$ cat src/rtl/reg_scoreboard_if.sv
// reg_scoreboard_if: ID/retire handshake bundle between the pipeline and the register scoreboard.
// master drives flush, ID operand fields, ex_ready and the retire ports, and observes the results.
// slave (the scoreboard) drives id_stall, issue, busy_vec, inflight and err.
interface reg_scoreboard_if #(
    parameter int NREGS = 32,
    parameter int CNT_W = 2,
    parameter int NRET  = 2
);
    localparam int RW = $clog2(NREGS);
    logic                  flush;
    logic                  id_valid;
    logic [RW-1:0]         id_rs1;
    logic                  id_en_rs1;
    logic [RW-1:0]         id_rs2;
    logic                  id_en_rs2;
    logic [RW-1:0]         id_rd;
    logic                  id_en_rd;
    logic                  ex_ready;
    logic [NRET-1:0]       ret_valid;
    logic [NRET*RW-1:0]    ret_rd;
    logic                  id_stall;
    logic                  issue;
    logic [NREGS-1:0]      busy_vec;
    logic [CNT_W+RW-1:0]   inflight;
    logic                  err;
    modport master (
        output flush, id_valid, id_rs1, id_en_rs1, id_rs2, id_en_rs2, id_rd, id_en_rd,
               ex_ready, ret_valid, ret_rd,
        input  id_stall, issue, busy_vec, inflight, err
    );
    modport slave (
        input  flush, id_valid, id_rs1, id_en_rs1, id_rs2, id_en_rs2, id_rd, id_en_rd,
               ex_ready, ret_valid, ret_rd,
        output id_stall, issue, busy_vec, inflight, err
    );
endinterface

$ cat src/rtl/reg_scoreboard.sv
// reg_scoreboard: per-register pending-write counters that stall ID on RAW/WAW/saturation hazards.
// clk, reset: clock and synchronous active-high reset.
// bus (slave): ID operands, ex_ready, flush and NRET retire ports in; id_stall, issue,
// registered busy_vec, inflight (sum of all counters) and sticky underflow err out.
module reg_scoreboard #(
    parameter int NREGS     = 32,
    parameter int CNT_W     = 2,
    parameter int NRET      = 2,
    parameter int CHECK_WAW = 1,
    parameter int WB_BYPASS = 1
) (
    input logic            clk,
    input logic            reset,
    reg_scoreboard_if.slave bus
);
    localparam int RW = $clog2(NREGS);
    localparam int IW = CNT_W + RW;
    localparam int NR = 1 << RW;
    localparam int DW = $clog2(NRET + 1);
    localparam int XW = (CNT_W > DW ? CNT_W : DW) + 2;
    localparam logic [CNT_W-1:0] CMAX = '1;

    logic [CNT_W-1:0] cnt_q [NREGS];
    logic [CNT_W-1:0] cnt_d [NREGS];
    logic [XW-1:0]    dec [NREGS];
    logic [XW-1:0]    sum;
    // Sized to the full index space so any RW-bit index is in range; spare entries stay 0.
    logic [NR-1:0]    hz;
    logic [NR-1:0]    sat_v;
    logic [NREGS-1:0] busy_q, busy_d;
    logic [IW-1:0]    inflight_q, inflight_d;
    logic             err_q, err_d;
    logic             raw, waw, sat, stall, iss;

    always_comb begin
        for (int r = 0; r < NREGS; r++) begin
            dec[r] = '0;
            for (int k = 0; k < NRET; k++)
                if (r != 0 && bus.ret_valid[k] && bus.ret_rd[k*RW +: RW] == RW'(r))
                    dec[r] = dec[r] + XW'(1);
        end
    end

    // hz[r]: register r still has an outstanding write as seen by ID this cycle.
    always_comb begin
        hz = '0;
        sat_v = '0;
        for (int r = 1; r < NREGS; r++) begin
            hz[r] = WB_BYPASS != 0 ? XW'(cnt_q[r]) > dec[r] : cnt_q[r] != '0;
            sat_v[r] = cnt_q[r] == CMAX && dec[r] == '0;
        end
    end

    assign raw   = (bus.id_en_rs1 && hz[bus.id_rs1]) || (bus.id_en_rs2 && hz[bus.id_rs2]);
    assign waw   = CHECK_WAW != 0 && bus.id_en_rd && hz[bus.id_rd];
    assign sat   = bus.id_en_rd && sat_v[bus.id_rd];
    assign stall = bus.id_valid && (bus.flush || raw || waw || sat);
    assign iss   = bus.id_valid && bus.ex_ready && !stall;

    // Retires that would drive a counter negative clamp it to 0 and latch err; flush wipes
    // everything and suppresses the retires it overrides.
    always_comb begin
        err_d = err_q;
        busy_d = '0;
        inflight_d = '0;
        sum = '0;
        for (int r = 0; r < NREGS; r++) begin
            sum = XW'(cnt_q[r]) + XW'(iss && bus.id_en_rd && r != 0 && bus.id_rd == RW'(r));
            cnt_d[r] = (bus.flush || sum < dec[r]) ? '0 : CNT_W'(sum - dec[r]);
            err_d = err_d | (!bus.flush && sum < dec[r]);
            busy_d[r] = cnt_d[r] != '0;
            inflight_d = inflight_d + IW'(cnt_d[r]);
        end
    end

    always_ff @(posedge clk) begin
        if (reset) begin
            cnt_q <= '{default: '0};
            busy_q <= '0;
            inflight_q <= '0;
            err_q <= 1'b0;
        end else begin
            cnt_q <= cnt_d;
            busy_q <= busy_d;
            inflight_q <= inflight_d;
            err_q <= err_d;
        end
    end

    assign bus.id_stall = stall;
    assign bus.issue    = iss;
    assign bus.busy_vec = busy_q;
    assign bus.inflight = inflight_q;
    assign bus.err      = err_q;
endmodule

$ cat src/flat_wrapper.sv
// flat-port wrapper written by rule: the top's interface ports become plain ports
module reg_scoreboard_flat 
#(
    parameter int NREGS     = 32,
    parameter int CNT_W     = 2,
    parameter int NRET      = 2,
    parameter int CHECK_WAW = 1,
    parameter int WB_BYPASS = 1
)
  (clk, reset, bus_flush, bus_id_valid, bus_id_rs1, bus_id_en_rs1, bus_id_rs2, bus_id_en_rs2, bus_id_rd, bus_id_en_rd, bus_ex_ready, bus_ret_valid, bus_ret_rd, bus_id_stall, bus_issue, bus_busy_vec, bus_inflight, bus_err);
  reg_scoreboard_if #(.NREGS(NREGS), .CNT_W(CNT_W), .NRET(NRET)) bus_i ();
  input logic clk;
  input logic reset;
  input wire logic [$bits(bus_i.flush)-1:0] bus_flush;
  input wire logic [$bits(bus_i.id_valid)-1:0] bus_id_valid;
  input wire logic [$bits(bus_i.id_rs1)-1:0] bus_id_rs1;
  input wire logic [$bits(bus_i.id_en_rs1)-1:0] bus_id_en_rs1;
  input wire logic [$bits(bus_i.id_rs2)-1:0] bus_id_rs2;
  input wire logic [$bits(bus_i.id_en_rs2)-1:0] bus_id_en_rs2;
  input wire logic [$bits(bus_i.id_rd)-1:0] bus_id_rd;
  input wire logic [$bits(bus_i.id_en_rd)-1:0] bus_id_en_rd;
  input wire logic [$bits(bus_i.ex_ready)-1:0] bus_ex_ready;
  input wire logic [$bits(bus_i.ret_valid)-1:0] bus_ret_valid;
  input wire logic [$bits(bus_i.ret_rd)-1:0] bus_ret_rd;
  output wire logic [$bits(bus_i.id_stall)-1:0] bus_id_stall;
  output wire logic [$bits(bus_i.issue)-1:0] bus_issue;
  output wire logic [$bits(bus_i.busy_vec)-1:0] bus_busy_vec;
  output wire logic [$bits(bus_i.inflight)-1:0] bus_inflight;
  output wire logic [$bits(bus_i.err)-1:0] bus_err;
  assign bus_i.flush = bus_flush;
  assign bus_i.id_valid = bus_id_valid;
  assign bus_i.id_rs1 = bus_id_rs1;
  assign bus_i.id_en_rs1 = bus_id_en_rs1;
  assign bus_i.id_rs2 = bus_id_rs2;
  assign bus_i.id_en_rs2 = bus_id_en_rs2;
  assign bus_i.id_rd = bus_id_rd;
  assign bus_i.id_en_rd = bus_id_en_rd;
  assign bus_i.ex_ready = bus_ex_ready;
  assign bus_i.ret_valid = bus_ret_valid;
  assign bus_i.ret_rd = bus_ret_rd;
  assign bus_id_stall = bus_i.id_stall;
  assign bus_issue = bus_i.issue;
  assign bus_busy_vec = bus_i.busy_vec;
  assign bus_inflight = bus_i.inflight;
  assign bus_err = bus_i.err;
  reg_scoreboard #(.NREGS(NREGS), .CNT_W(CNT_W), .NRET(NRET), .CHECK_WAW(CHECK_WAW), .WB_BYPASS(WB_BYPASS)) u_core (.clk(clk), .reset(reset), .bus(bus_i));
endmodule
$ cat config.mk
export PLATFORM = sky130hd
export DESIGN_NAME = reg_scoreboard_flat
export DESIGN_NICKNAME = d
export VERILOG_FILES = /design/src/rtl/reg_scoreboard_if.sv /design/src/rtl/reg_scoreboard.sv /design/src/flat_wrapper.sv
export SDC_FILE = /design/constraint.sdc
export NUM_CORES = 1
export LEC_CHECK = 0
export CAP_MARGIN = 40
export CORE_ASPECT_RATIO = 1.5
export CORE_UTILIZATION = 35
export DETAILED_ROUTE_END_ITERATION = 8
export PLACE_DENSITY = 0.53
export REMOVE_ABC_BUFFERS = 1
export SKIP_CTS_REPAIR_TIMING = 1
export SLEW_MARGIN = 10
export SYNTH_ARGS = -nofsm -noshare
export SYNTH_HDL_FRONTEND = slang
export SYNTH_SLANG_ARGS = --single-unit
$ cat constraint.sdc
create_clock -name clk -period 11.1 [get_ports clk]
set_clock_uncertainty 0.1 [all_clocks]
set_input_delay 2.22 -clock clk [delete_from_list [all_inputs] [get_ports clk]]
set_output_delay 2.22 -clock clk [all_outputs]
set_load 0.005 [all_outputs]
* Word level (Yosys, flattened, before mapping)
Index checks and enable logic that the tools add are counted.
** Storage, ports and cells
- Register bits after elaboration :: 104
- Input bits :: 35
- Output and inout bits :: 42
- Word-level logic and storage cells :: 748
** Operators by class
- $add $sub $neg :: 124
- Order comparisons :: 66
- Equality and inequality tests :: 124
- Muxes and demuxes :: 102
- Bitwise operators :: 32
- Reduce and logical (&&, ||, !) cells :: 265
** Operators by type and width (count)
- $eq A5 B5 Y1 const B :: 48
- $add A7 B2 Y7 :: 30
- $logic_and A1 B1 Y1 :: 164
- $add A4 B1 Y4 const B :: 31
- $gt A2 B4 Y1 :: 31
- $logic_not A4 Y1 :: 31
- $lt A3 B4 Y1 :: 31
- $mux W4 :: 31
- $eq A5 B4 Y1 const B :: 24
- $add A2 B1 Y3 :: 31
- $mux W2 :: 32
- $reduce_bool A2 Y1 :: 32
- $eq A2 B2 Y1 const B :: 31
- $sub A2 B2 Y2 :: 31
- $eq A5 B3 Y1 const B :: 12
- $logic_or A1 B1 Y1 :: 36
- $mux W1 :: 35
- $or A1 B1 Y1 :: 32
- $eq A5 B2 Y1 const B :: 6
- $bmux W1 S5 :: 4
- $lt A5 B6 Y1 const B :: 3
- $eq A5 B1 Y1 const B :: 3
- $add A2 B2 Y3 :: 1
- $logic_not A1 Y1 :: 2
- $lt A2 B1 Y1 const B :: 1

* Longest topological paths before layout
- Depth in word-level cells :: 53
- Depth in mapped cells :: 42
- Mapped depth without buffers :: 40

* Worst setup path after synthesis
No wires, ideal clock.
- Kind :: input port to flip-flop
- From :: in bus_ret_rd[5]
- To :: reg u_core.inflight_q[5] (netlist: u_core.bus.inflight[5])
- Library setup time :: 0.128 ns
- Data arrival time :: 11.287 ns
- Data required time :: 10.872 ns
- Path slack :: -0.414 ns
- Stages :: 39
- Cell sequence :: clkbuf_1 -> nand2b_1 -> nor2_1 -> nand2_1 -> inv_1 -> ha_1 -> inv_1 -> ha_1 -> nor2b_1 -> o21ai_0 -> mux4_2 -> o2bb2ai_1 -> a2111o_1 -> nand3b_4 -> nor4_1 -> ha_1 -> ha_1 -> fa_1 -> [3 not listed] -> fa_1 -> inv_1 -> fa_1 -> fa_1 -> fa_1 -> fa_1 -> fa_1 -> fa_1 -> fa_1 -> inv_1 -> ha_1 -> inv_1 -> fa_1 -> inv_1 -> a21o_1 -> a21oi_1 -> xor2_1 -> nor2_1
** RTL lines
- from (decl) :: line flat_wrapper.sv:24 : input wire logic [$bits(bus_i.ret_rd)-1:0] bus_ret_rd;
- to (signal assigned) :: line reg_scoreboard.sv:85 : inflight_q <= inflight_d;
- to (decl) :: line reg_scoreboard.sv:31 : logic [IW-1:0] inflight_q, inflight_d;

==> impl_metrics.py <==
metrics = {
    "status": {
        "status": "finished, violations left",
        "violations": "negative setup slack",
    },
    "floorplanning": {
        "dieArea_um2": 34100,
        "ioPinCount": 77,
        "die_w_um": 151,
        "rows": 81,
        "die_height_um": 226,
        "start_util": 0.356,
        "core_area_um2": 32700,
    },
    "detailed_routing": {
        "dr.pass1.iters": 5,
        "routed_via_density": 5.04,
        "drt.antenna.violating_nets": 0,
        "drt-met1-wl_mm": 17.3,
        "routed-via-count": 11000,
        "drt_iter0_markers": 474,
        "drc": 0,
        "drt_wl_total_mm": 43.9,
        "met2_length_mm": 21.5,
        "highest_layer": "met4",
        "wl_per_cell_um": 20.1,
        "met3WireLength_mm": 1.34,
    },
    "logic_synthesis": {
        "synthesis.area_um2": 11700,
        "yosys.area_share.adder": 0.399,
        "synth_cells": 1379,
        "ys_seq_area_frac": 0.179,
        "synthSimpleGateAreaFrac": 0.236,
        "syn_avg_cell_area_um2": 8.45,
        "synth-edff-count": 0,
        "synth_cell_types": 64,
        "synth_top_family_by_area": "adder cells",
        "synth_warnings": 0,
        "synth-xor-area-share": 0.00300,
        "ys_ff_latch": 104,
        "synth_mux_area_frac": 0.0113,
        "async_flop_share": 0,
        "synth_compound_area_frac": 0.0724,
        "synth_ff_type": "dfxtp_1",
    },
    "pwr": {
        "power_frac_clock": 0.322,
        "max-vdd-ir-drop_uv": 71.6,
        "p_int_mw": 0.705,
        "power_density_nw_per_um2": 61.1,
        "p_sw_mw": 0.321,
        "comb_power_share": 0.301,
        "switching_share": 0.313,
        "leakagePower_nw": 8.24,
        "seqPwrFrac": 0.376,
    },
    "clock_tree": {
        "cts_buffers": 9,
        "cts_tree": "yes",
        "ctsRootBufferMaster": "clkbuf_16",
        "clock_latency_ns": 0.38,
        "htree_levels": 3,
        "cts_sinks": 104,
        "path_clk_slew_ns": 0.07,
        "clockBufferDepth": 2,
    },
    "worst_hold_path": {
        "hp-class": "reg -> reg",
    },
    "timing": {
        "slew_violations": 0,
        "fin_crit_sh": 1.01,
        "rsz0062_at_grt": "true",
        "fin_tns_setup_ns": -0.392,
        "fin_hold_ws_ns": 0.384,
        "worst_pin_slew_ns": 0.730,
        "setup_viol_count_final": 4,
        "slew_headroom": 0.513,
        "worst_slack_ns": -0.163,
        "hold_violations": 0,
        "fin_crit_ns": 11.26,
        "fmax_mhz": 88.8,
    },
    "setup_path": {
        "critPathMaxFanout": 5,
        "crit_top_cell": "fa_1",
        "required_ns": 11.26,
        "worstSetupPathType": "in -> reg",
        "cp-end-kind": "flip-flop",
        "critical_path_arrival_ns": 11.42,
        "cpMaxStageDelayCell": "fa_1",
        "startpoint_type": "input port",
        "critPathMaxStageDelay_ns": 0.56,
    },
    "global_routing": {
        "grt_max_degree": 98,
        "track_usage": 0.264,
        "grt_pass1_wl_mm": 64.5,
        "antenna_found_initial": 0,
        "grt_overflow": 0,
        "grt_pass1_vias": 11200,
    },
    "cells_and_area": {
        "diodes": 0,
        "final_cell_mix": "buf_4, inv_1, ha_1",
        "final_util": 0.513,
        "n_fill_cell": 3155,
        "seq_area_um2": 2080,
        "multi_input_comb_area_um2": 9420,
        "nNetsFinal": 2119,
        "area_delta_synth_final_pct": 44.0,
        "final_common_cell": "buf_4",
        "drive_gt1_frac": 0.338,
    },
    "job": {
        "cap_violations": 0,
    },
    "place": {
        "gp_congestion": 0.988,
        "hpwl_mm": 37.1,
        "pre_cts_ws_ns": -1.63,
        "port_buffers": 76,
    },
}
-- power by group through the flow --
stage                     Combinational [mW]  Sequential (mW)  Clock [mW]
after global routing                   0.335            0.387       0.357
after global placement                 0.267            0.394           0
after floorplan                        0.114            0.394           0
final                                  0.309            0.386       0.331
after detailed placement               0.270            0.394           0
after CTS                              0.272            0.386       0.347
-- registers in the layout (all words and copies together) (netlist names) --
name / flops
u_core.bus.busy_vec: 32
u_core.bus.err: 1
u_core.bus.inflight: 7
u_core.cnt_q: 64
-- per-stage QoR --
step	instances	power [mW]	cell area, um2
floorplan	1331	0.509	11400
global placement	2145	0.661	15200
detailed placement	2148	0.665	15200
CTS	2163	1.00	15500
global route	2185	1.08	16800
finish	2185	1.03	16800
-- worst max-delay path: cells and delay by family --
family                     cells  cell delay (ns)
xor gates and xnor gates       1             0.14
buffers and inverters         10             0.91
AOI/OAI and AO/OA              5             0.87
and+or+nand+nor                8             0.67
adders and majority gates     16             6.13
muxes                          1             0.48
-- routing by layer --
layer / up-vias / global-route usage
met5: - / 0
met4: 0 / 0.202
met2: 263 / 0.449
li1: 5375 / -
met1: 5251 / 0.299
met3: 124 / 0.0298
-- path summary, 6_finish.rpt --
kind | depth (start not counted) | start | slack [ns] | endpoint
hold / removal | 2 | u_core.bus.err | 0.38 | u_core.bus.err
setup reg to reg | 36 | u_core.cnt_q[38] | 2.21 | u_core.bus.inflight[5]
setup / recovery | 41 | bus_ret_rd[2] | -0.16 | u_core.bus.inflight[5]
hold reg to reg | 2 | u_core.bus.err | 0.38 | u_core.bus.err
-- final cells by class --
type,instances,area share
multi-input cells,973,0.561
flip-flops and latches,104,0.124
clock buffers,13,0.0167
well taps,415,0.0309
inverters,254,0.0571
clock inverters,2,0.000745
repair buffers,424,0.210
-- kinds of logic (layout without fill, tap and decap cells) --
family	Yosys count	in the layout
flip-flops	104	104
AND/OR/NAND/NOR	517	517
buffers and inverters	302	693
AO/OA/AOI/OAI	126	126
adder cells (fa/ha/maj)	318	318
XOR/XNOR	4	4
multiplexers	8	8
-- cells in the mapped netlist (4+ instances only) --
cell,instances,area [um2]
nor2_1,86,323
clkbuf_1,27,101
and2_1,6,37.5
nor2b_1,71,444
mux4_2,4,90.1
fa_1,90,1800
buf_1,6,22.5
a21oi_1,11,55.1
or2_2,26,163
nand4_1,11,68.8
nand2b_1,15,93.8
o21ai_0,35,175
and3_1,8,50.1
nor3b_1,8,60.1
nor4_1,71,444
a31oi_1,14,87.6
o311ai_0,4,35.0
ha_1,228,2850
nand3_1,7,35.0
inv_1,253,950
o211ai_1,20,150
or3_1,16,100
nand4b_1,5,43.8
nand2_1,123,462
o22ai_1,11,68.8
dfxtp_1,104,2080
or4bb_1,4,45.0
buf_2,13,65.1
nor3_1,48,240
(Power assumes the default switching activity.)
